File: src/rtl/cp0_exc_ctrl_if.sv
// Pipeline-facing bundle of the CP0 exception controller: mfc0/mtc0 access,
// M-stage exception/interrupt status in, redirect request and EPC out.
interface cp0_exc_ctrl_if;
  logic [4:0]  A1;
  logic [4:0]  A2;
  logic [31:0] Din;
  logic        WE;
  logic [31:0] VPC;
  logic        BDIn;
  logic [4:0]  ExcCodeIn;
  logic [5:0]  HWInt;
  logic        EXLClr;
  logic        Req;
  logic [31:0] EPCOut;
  logic [31:0] Dout;

  modport master (
    output A1, A2, Din, WE, VPC, BDIn, ExcCodeIn, HWInt, EXLClr,
    input  Req, EPCOut, Dout
  );

  modport slave (
    input  A1, A2, Din, WE, VPC, BDIn, ExcCodeIn, HWInt, EXLClr,
    output Req, EPCOut, Dout
  );
endinterface

File: src/rtl/cp0_exc_ctrl.sv
// Coprocessor-0 exception/interrupt controller at the M stage: holds SR, Cause,
// EPC and PRId, raises the handler redirect request and services mfc0/mtc0.
module cp0_exc_ctrl #(
  parameter logic [31:0] PRID = 32'h2023_1109
) (
  input  logic            clk,
  input  logic            reset,
  cp0_exc_ctrl_if.slave   bus
);

  logic [5:0]  im_q, im_d;
  logic        exl_q, exl_d;
  logic        ie_q, ie_d;
  logic        bd_q, bd_d;
  logic [5:0]  ip_q, ip_d;
  logic [4:0]  exc_code_q, exc_code_d;
  logic [31:0] epc_q, epc_d;

  logic        int_req_s;
  logic        exc_req_s;
  logic        req_s;
  logic        sr_wr_s;
  logic        epc_wr_s;
  logic        exl_wr_s;
  logic [31:0] victim_pc_s;
  logic [31:0] sr_s;
  logic [31:0] cause_s;
  logic [31:0] dout_s;

  // Request decode; an interrupt wins over a simultaneous exception.
  always_comb begin
    int_req_s   = (|(bus.HWInt & im_q)) & ie_q & ~exl_q;
    exc_req_s   = (bus.ExcCodeIn != 5'd0) & ~exl_q;
    req_s       = int_req_s | exc_req_s;
    sr_wr_s     = bus.WE & (bus.A2 == 5'd12);
    epc_wr_s    = bus.WE & (bus.A2 == 5'd14);
    victim_pc_s = bus.BDIn ? (bus.VPC - 32'd4) : bus.VPC;
  end

  // Next-state for SR/Cause/EPC; taking an exception discards mtc0 and eret.
  always_comb begin
    im_d       = im_q;
    ie_d       = ie_q;
    exl_d      = exl_q;
    bd_d       = bd_q;
    exc_code_d = exc_code_q;
    epc_d      = epc_q;
    exl_wr_s   = exl_q;
    ip_d       = bus.HWInt;
    if (req_s) begin
      exl_d      = 1'b1;
      exc_code_d = int_req_s ? 5'd0 : bus.ExcCodeIn;
      bd_d       = bus.BDIn;
      epc_d      = {victim_pc_s[31:2], 2'b00};
    end else begin
      // A same-cycle SR write lands first, then eret clears EXL on top of it.
      im_d     = sr_wr_s ? bus.Din[15:10] : im_q;
      ie_d     = sr_wr_s ? bus.Din[0] : ie_q;
      exl_wr_s = sr_wr_s ? bus.Din[1] : exl_q;
      exl_d    = bus.EXLClr ? 1'b0 : exl_wr_s;
      epc_d    = epc_wr_s ? bus.Din : epc_q;
    end
  end

  // State register with asynchronous reset.
  always_ff @(posedge clk or posedge reset) begin
    if (reset) begin
      im_q       <= 6'd0;
      ie_q       <= 1'b0;
      exl_q      <= 1'b0;
      bd_q       <= 1'b0;
      ip_q       <= 6'd0;
      exc_code_q <= 5'd0;
      epc_q      <= 32'd0;
    end else begin
      im_q       <= im_d;
      ie_q       <= ie_d;
      exl_q      <= exl_d;
      bd_q       <= bd_d;
      ip_q       <= ip_d;
      exc_code_q <= exc_code_d;
      epc_q      <= epc_d;
    end
  end

  // mfc0 read mux returns the pre-edge register contents.
  always_comb begin
    sr_s    = {16'd0, im_q, 8'd0, exl_q, ie_q};
    cause_s = {bd_q, 15'd0, ip_q, 3'd0, exc_code_q, 2'd0};
    case (bus.A1)
      5'd12:   dout_s = sr_s;
      5'd13:   dout_s = cause_s;
      5'd14:   dout_s = epc_q;
      5'd15:   dout_s = PRID;
      default: dout_s = 32'd0;
    endcase
  end

  assign bus.Req    = req_s;
  assign bus.EPCOut = epc_q;
  assign bus.Dout   = dout_s;

endmodule

File: src/flat_wrapper.sv
// flat-port wrapper written by rule: the top's interface ports become plain ports
module cp0_exc_ctrl_flat 
#(
  parameter logic [31:0] PRID = 32'h2023_1109
)
  (clk, reset, bus_A1, bus_A2, bus_Din, bus_WE, bus_VPC, bus_BDIn, bus_ExcCodeIn, bus_HWInt, bus_EXLClr, bus_Req, bus_EPCOut, bus_Dout);
  cp0_exc_ctrl_if bus_i ();
  input  logic clk;
  input  logic reset;
  input wire logic [$bits(bus_i.A1)-1:0] bus_A1;
  input wire logic [$bits(bus_i.A2)-1:0] bus_A2;
  input wire logic [$bits(bus_i.Din)-1:0] bus_Din;
  input wire logic [$bits(bus_i.WE)-1:0] bus_WE;
  input wire logic [$bits(bus_i.VPC)-1:0] bus_VPC;
  input wire logic [$bits(bus_i.BDIn)-1:0] bus_BDIn;
  input wire logic [$bits(bus_i.ExcCodeIn)-1:0] bus_ExcCodeIn;
  input wire logic [$bits(bus_i.HWInt)-1:0] bus_HWInt;
  input wire logic [$bits(bus_i.EXLClr)-1:0] bus_EXLClr;
  output wire logic [$bits(bus_i.Req)-1:0] bus_Req;
  output wire logic [$bits(bus_i.EPCOut)-1:0] bus_EPCOut;
  output wire logic [$bits(bus_i.Dout)-1:0] bus_Dout;
  assign bus_i.A1 = bus_A1;
  assign bus_i.A2 = bus_A2;
  assign bus_i.Din = bus_Din;
  assign bus_i.WE = bus_WE;
  assign bus_i.VPC = bus_VPC;
  assign bus_i.BDIn = bus_BDIn;
  assign bus_i.ExcCodeIn = bus_ExcCodeIn;
  assign bus_i.HWInt = bus_HWInt;
  assign bus_i.EXLClr = bus_EXLClr;
  assign bus_Req = bus_i.Req;
  assign bus_EPCOut = bus_i.EPCOut;
  assign bus_Dout = bus_i.Dout;
  cp0_exc_ctrl #(.PRID(PRID)) u_core (.clk(clk), .reset(reset), .bus(bus_i));
endmodule
File: config.mk
export PLATFORM = sky130hd
export DESIGN_NAME = cp0_exc_ctrl_flat
export DESIGN_NICKNAME = d
export VERILOG_FILES = /design/src/rtl/cp0_exc_ctrl_if.sv /design/src/rtl/cp0_exc_ctrl.sv /design/src/flat_wrapper.sv
export SDC_FILE = /design/constraint.sdc
export NUM_CORES = 1
export LEC_CHECK = 0
export ABC_AREA = 1
export CORE_ASPECT_RATIO = 0.5
export CORE_MARGIN = 1.5
export CORE_UTILIZATION = 45
export CTS_CLUSTER_SIZE = 10
export DETAILED_ROUTE_END_ITERATION = 12
export PLACE_DENSITY = 0.84
export SETUP_SLACK_MARGIN = 0.1
export SLEW_MARGIN = 10
export SYNTH_ARGS = -nofsm -noshare
export SYNTH_HDL_FRONTEND = slang
export SYNTH_SLANG_ARGS = --single-unit
File: constraint.sdc
create_clock -name clk -period 3.5 [get_ports clk]
set_input_delay 0.7 -clock clk [delete_from_list [all_inputs] [get_ports clk]]
set_output_delay 0.7 -clock clk [all_outputs]
set_load 0.1 [all_outputs]
### Word level (Yosys, flattened, before mapping)

Index checks and enable logic that the tools add are counted.

* input bits: 90
* bits in registers: 52

* multiplexer cells: 8
* reductions and logical operators: 5
* equality and inequality tests: 6
* add/subtract/negate cells: 1
* bitwise logic cells: 9

Operators by type and width (count)
* 32-bit one-hot mux with 4 select lines: 1
* 32-bit two-way mux: 3
* 32-bit by 3-bit subtractor with 32-bit output, second input constant: 1
* 5-bit by 4-bit equality test with 1-bit output, second input constant: 6
* 6-bit AND: 1
* 6-bit OR reduction: 1
* 1-bit AND: 5
* 5-bit two-way mux: 1
* 5-bit nonzero test: 1
* 1-bit two-way mux: 3
* 3-bit nonzero test: 1
* 1-bit NOT: 2
* 2-bit AND reduction: 1
* 2-bit nonzero test: 1
* 1-bit bitwise OR: 1

### Logic depth before layout (Yosys ltp)

* word-level depth: 7
* gate-level depth with buffers: 14

### Least setup slack after synthesis

OpenSTA, ideal clock, no wires.

* path type: input to output
* start point: in bus_A1[3]
* end point: out bus_Dout[2]
* buffers on the path: 0
* data arrival time: 3.090 ns
* stages: 4
* data required time: 2.800 ns
* slack: -0.290 ns
* path through: nand2_1 -> nor2_1 -> nand2_1 -> o21ai_0

* longest elaborated chain between the ends: 2
* elaborated cells between the ends (all ways): 5
* classes of those cells: eq/ne (4); mux (1)

Ends and longest elaborated chain
* start, declared: RTL line flat_wrapper.sv:10 `input wire logic [$bits(bus_i.A1)-1:0] bus_A1;`
* 5-bit by 4-bit equality test with 1-bit output: RTL line cp0_exc_ctrl.sv:90 `case (bus.A1)`
* 32-bit one-hot mux with 4 select lines (*): RTL line cp0_exc_ctrl.sv:90
* end, declared: RTL line flat_wrapper.sv:21 `output wire logic [$bits(bus_i.Dout)-1:0] bus_Dout;`

Mark *: on every way between the ends. The rest lies on a longest branch, timed or not.

### Worst setup path after layout

* start point: in bus_A1[1]
* end point: out bus_Dout[31]

The elaborated chain is that of the path after synthesis.

==> summary by stage <==
Synthesis
After synthesis, the netlist uses 30 different library cells. Summing the areas of all compound-gate instances in the mapped netlist gives 8.02% of the synthesized area. In this run the cell area of the synthesized design comes to 3740 um^2.

The async set or reset register ratio after synthesis is 100%. The top cell type by area accounts for 34.8% of the synthesized area. The post-synthesis share of cell area spent on and, or, nand and nor gates is 44.0%. The biggest area contributor in the post-synthesis netlist is sky130_fd_sc_hd__dfrtp_1. The most common cell in the synthesized netlist is sky130_fd_sc_hd__nand2_1. A synthesized cell averages 6.15 um^2. The number of nets produced by synthesis is 700. After synthesis the netlist holds a flip-flop and latch count of 52.

The xor and xnor area share after synthesis is 1.87%. The post-synthesis instance total is 609. The number of enable flip-flop cells after synthesis is 0. The commonest cells after synthesis are sky130_fd_sc_hd__nand2_1 (236), sky130_fd_sc_hd__nor2_1 (86), sky130_fd_sc_hd__inv_1 (71), sky130_fd_sc_hd__dfrtp_1 (52), sky130_fd_sc_hd__nand3_1 (31). In the synthesized netlist, mux cells make up 0% of the area. Sorting the synthesized cells by area gives the leading types as sky130_fd_sc_hd__dfrtp_1 (35%), sky130_fd_sc_hd__nand2_1 (24%), sky130_fd_sc_hd__nor2_1 (8.6%). The fraction of the mapped netlist area in adder cells is 0.334%. The share of synthesized area occupied by flip-flops and latches is 34.8%. The most used flip-flop cell after synthesis is sky130_fd_sc_hd__dfrtp_1. By area, the combinational part of the netlist is dominated by simple AND/OR/NAND/NOR gates. For this run, the number of Yosys warnings is 0.

Global route
In the global route stage, overall resource usage came out at 28.8%. The aggregate global routing overflow is 0. The wire length of the first global-routing pass is 19.9 mm. The initial antenna violation count is 0.

The number of global-route vias before repair is 4119. The largest net degree at the start of global routing is 42.

Cells and area
The area growth from synthesis to layout is 56.0%. The count of placed standard cells in the final layout, fillers left out is 870. At the end of the flow, the number of nets in the layout was 848. The final instance area is 5840 um^2.

In the final layout, the share of cells above drive strength 1 is 10.7%. The diode insertion count for antenna repair is 0.

Timing
Derived from the worst setup path, the maximum achievable clock frequency is 0.317 GHz. The max-slew headroom at the worst pin is 32.3%. The transition time of the tightest slew-check pin is 1.01 ns. The final critical path takes up 90.2% of the cycle.

Setup violations remaining at the end of the flow were counted as 0. The accumulated negative setup slack is 0 ns. Setup repair after global routing left no endpoint under its margin. The minimum period implied by the final worst setup slack is 3.16 ns.

Once routing completed, OpenROAD measured the worst setup slack at 0.343 ns. The count of final max-slew check failures is 0. The hold violation count in the final report is 0. Between clock sinks in the finished design, the worst skew comes to 0.00637 ns.

Clock tree
The number of clock sinks is 52. The buffer levels on the longest clock path is 2. After clock tree synthesis, the clock-pin slew on the worst setup and hold paths is 0.07 ns. The total number of H-tree levels is 2. After clock tree synthesis, the flow added hold-fix buffers numbering 0. Clock latency on the worst-skew pair, taken at its later pin, is 0.30 ns. The buffer count from post-CTS setup fixing is 0.

The cell chosen for the clock root is sky130_fd_sc_hd__clkbuf_16. The number of gates resized after CTS was 0. The total CTS buffers is 5. The TritonCTS clock tree is yes.

Die
In this run the horizontal extent of the chip is 132 um. Measured along the y axis, the die boundary spans 67.5 um. The row count is 23. The die covers 8910 um^2. The starting utilization of the core area is 46.6%.

After floorplanning, the core was sized to cover 8030 um^2. Pin placement for this block handled 155 I/O pins.

Placement
Detailed placement ended at an HPWL of 9.85 mm. At the end of routability-driven placement, the weighted congestion stood at 0.897. The count of placed standard cells including taps is 862. The setup slack after placement is 0.351 ns. In this run the cell area measured after placement is 5670 um^2. During placement, the flow inserted port buffers numbering 152.

Worst setup path
For the worst setup path, the data arrival time is 2.46 ns. The worst setup path is captured at a primary output. The maximum net fanout on the critical path is 19. The sort of element at the start of the critical path is a primary input. The worst setup path is of the primary input to primary output kind.

Data on the critical path is required at its endpoint by 2.80 ns.

Power
The part of the power in the clock network is 12.3%. The fraction of power spent switching nets is 58.2%. The internal portion of the total power is 1.94 mW.

IR analysis of the VDD net gives a maximum drop of 0.465 mV. The net switching power is 2.70 mW. In this run the static leakage power is 2.80 nW. Dividing total power by cell area gives a power density of 794 nW/um^2. Sequential cells account for 22.8% of the total power. Of the total power, combinational logic draws 65.0%.

Worst hold path
The path type of the worst min-delay path is flip-flop to flip-flop.

Route
The routed design has 12.7 mm of wire. In the routed design, unresolved DRC markers number 0. Summing over every cut layer, the via total after detailed routing is 4414. For this run, the detailed router's first-pass iteration total came to 5. The initial detailed-routing violation count is 320. The remaining number of nets flagged by the antenna check after routing is 0. The routed length per instance is 14.6 um.

In the routed layout, each cell is associated on average with a via count of 5.07.

Status
The flow ran to the end, and the final reports show no timing, DRC or antenna violations.

Run
Across the run, the number of max-cap violations was 0.
[placed cells by master, fill, tap and decap left out]
cell type                         instances
sky130_fd_sc_hd__ha_1                     1
sky130_fd_sc_hd__dfrtp_1                 52
sky130_fd_sc_hd__inv_2                   11
sky130_fd_sc_hd__o21ai_0                 20
sky130_fd_sc_hd__nand2_2                  4
sky130_fd_sc_hd__o21ai_1                 29
sky130_fd_sc_hd__nor2_2                   8
sky130_fd_sc_hd__bufinv_16                1
sky130_fd_sc_hd__o21bai_1                 2
sky130_fd_sc_hd__buf_12                  34
sky130_fd_sc_hd__nor3_1                   5
sky130_fd_sc_hd__o211ai_1                 2
sky130_fd_sc_hd__clkbuf_1                 1
sky130_fd_sc_hd__inv_1                   70
sky130_fd_sc_hd__nand4_1                 10
sky130_fd_sc_hd__or2_1                    2
sky130_fd_sc_hd__buf_4                    9
sky130_fd_sc_hd__clkdlybuf4s50_1        114
sky130_fd_sc_hd__nor2_8                   1
sky130_fd_sc_hd__xor2_1                   4
sky130_fd_sc_hd__nand3_1                 31
sky130_fd_sc_hd__nor2_1                  86
sky130_fd_sc_hd__or2_0                    1
sky130_fd_sc_hd__nand2_1                236
sky130_fd_sc_hd__nor2_4                   2
sky130_fd_sc_hd__clkbuf_16                5
sky130_fd_sc_hd__inv_6                    1
sky130_fd_sc_hd__nand2_4                  1
sky130_fd_sc_hd__clkinv_1                 2
sky130_fd_sc_hd__nand3_4                  1
sky130_fd_sc_hd__a21oi_1                  5
sky130_fd_sc_hd__xnor2_1                  4
sky130_fd_sc_hd__nand3_2                  3
[cell type report]
cell class                      instances  area (um^2)
Multi-Input combinational cell        458         2030
Timing Repair Buffer                  157         1890
Tap cell                              112          140
Clock inverter                          2         38.8
Clock buffer                            6          129
Fill cell                             666         2190
Inverter                               83          312
Sequential cell                        52         1300
[per-layer routing]
layer,global-route usage [%],part of all wire [%]
met1,37.9,44
met3,4.05,5.3
met2,50.3,49
met4,9.03,1.9
met5,0,0
[through the flow]
stage / utilization [%] / hold slack, ns / power, mW
floorplan: - / 0.449 / 3.26
global placement: 70.6 / 0.466 / 3.99
detailed placement: 70.6 / 0.489 / 4.05
CTS: 72.7 / 0.507 / 4.63
global route: 72.7 / 0.540 / 4.86
finish: 72.7 / 0.503 / 4.64
[kinds of logic (layout without fill, tap and decap cells)]
kind of cell | after synthesis | in the layout
adder cells (fa/ha/maj) | 1 | 1
XOR/XNOR | 8 | 8
AND/OR/NAND/NOR | 391 | 391
flip-flops | 52 | 52
buffers and inverters | 99 | 248
AO/OA/AOI/OAI | 58 | 58
[critical path: stages]
cell and delay [ns]:
sky130_fd_sc_hd__clkdlybuf4s50_1 0.43, sky130_fd_sc_hd__inv_1 0.08, sky130_fd_sc_hd__nor2_1 0.05, sky130_fd_sc_hd__nand2_1 0.10, sky130_fd_sc_hd__clkinv_1 0.51, sky130_fd_sc_hd__nand2_1 0.21, sky130_fd_sc_hd__o21ai_0 0.16, sky130_fd_sc_hd__buf_12 0.20
[registers in the layout, summed over array words and instances, names as in the netlist]
signal	count
u_core.bd_q	1
u_core.exl_q	1
u_core.ip_q	6
u_core.im_q	6
u_core.exc_code_q	5
u_core.bus.EPCOut	32
u_core.ie_q	1
[power groups by stage]
stage          Sequential [mW]  Clock [mW]  Combinational [mW]
6_report                  1.06       0.568                3.01
5_1_grt                   1.09       0.596                3.18
4_1_cts                   1.06       0.572                3.00
3_5_place_dp              1.06           0                2.99
3_3_place_gp              1.05           0                2.94
2_1_floorplan             2.31           0               0.950
[path summary, 6_finish.rpt]
kind / slack (ns) / cells after the start / from / end
max reg2reg: 1.50 / 10 / u_core.im_q[5] / u_core.bus.EPCOut[15]
max: 0.34 / 8 / bus_A1[1] / bus_Dout[31]
min: 0.50 / 2 / u_core.exc_code_q[1] / u_core.exc_code_q[1]
min reg2reg: 0.50 / 2 / u_core.exc_code_q[1] / u_core.exc_code_q[1]
min in group asynchronous: 0.78 / 2 / reset / u_core.exc_code_q[3]
max in group asynchronous: 1.95 / 3 / reset / u_core.bus.EPCOut[26]
Note: power is estimated with default switching activity, not from simulation.
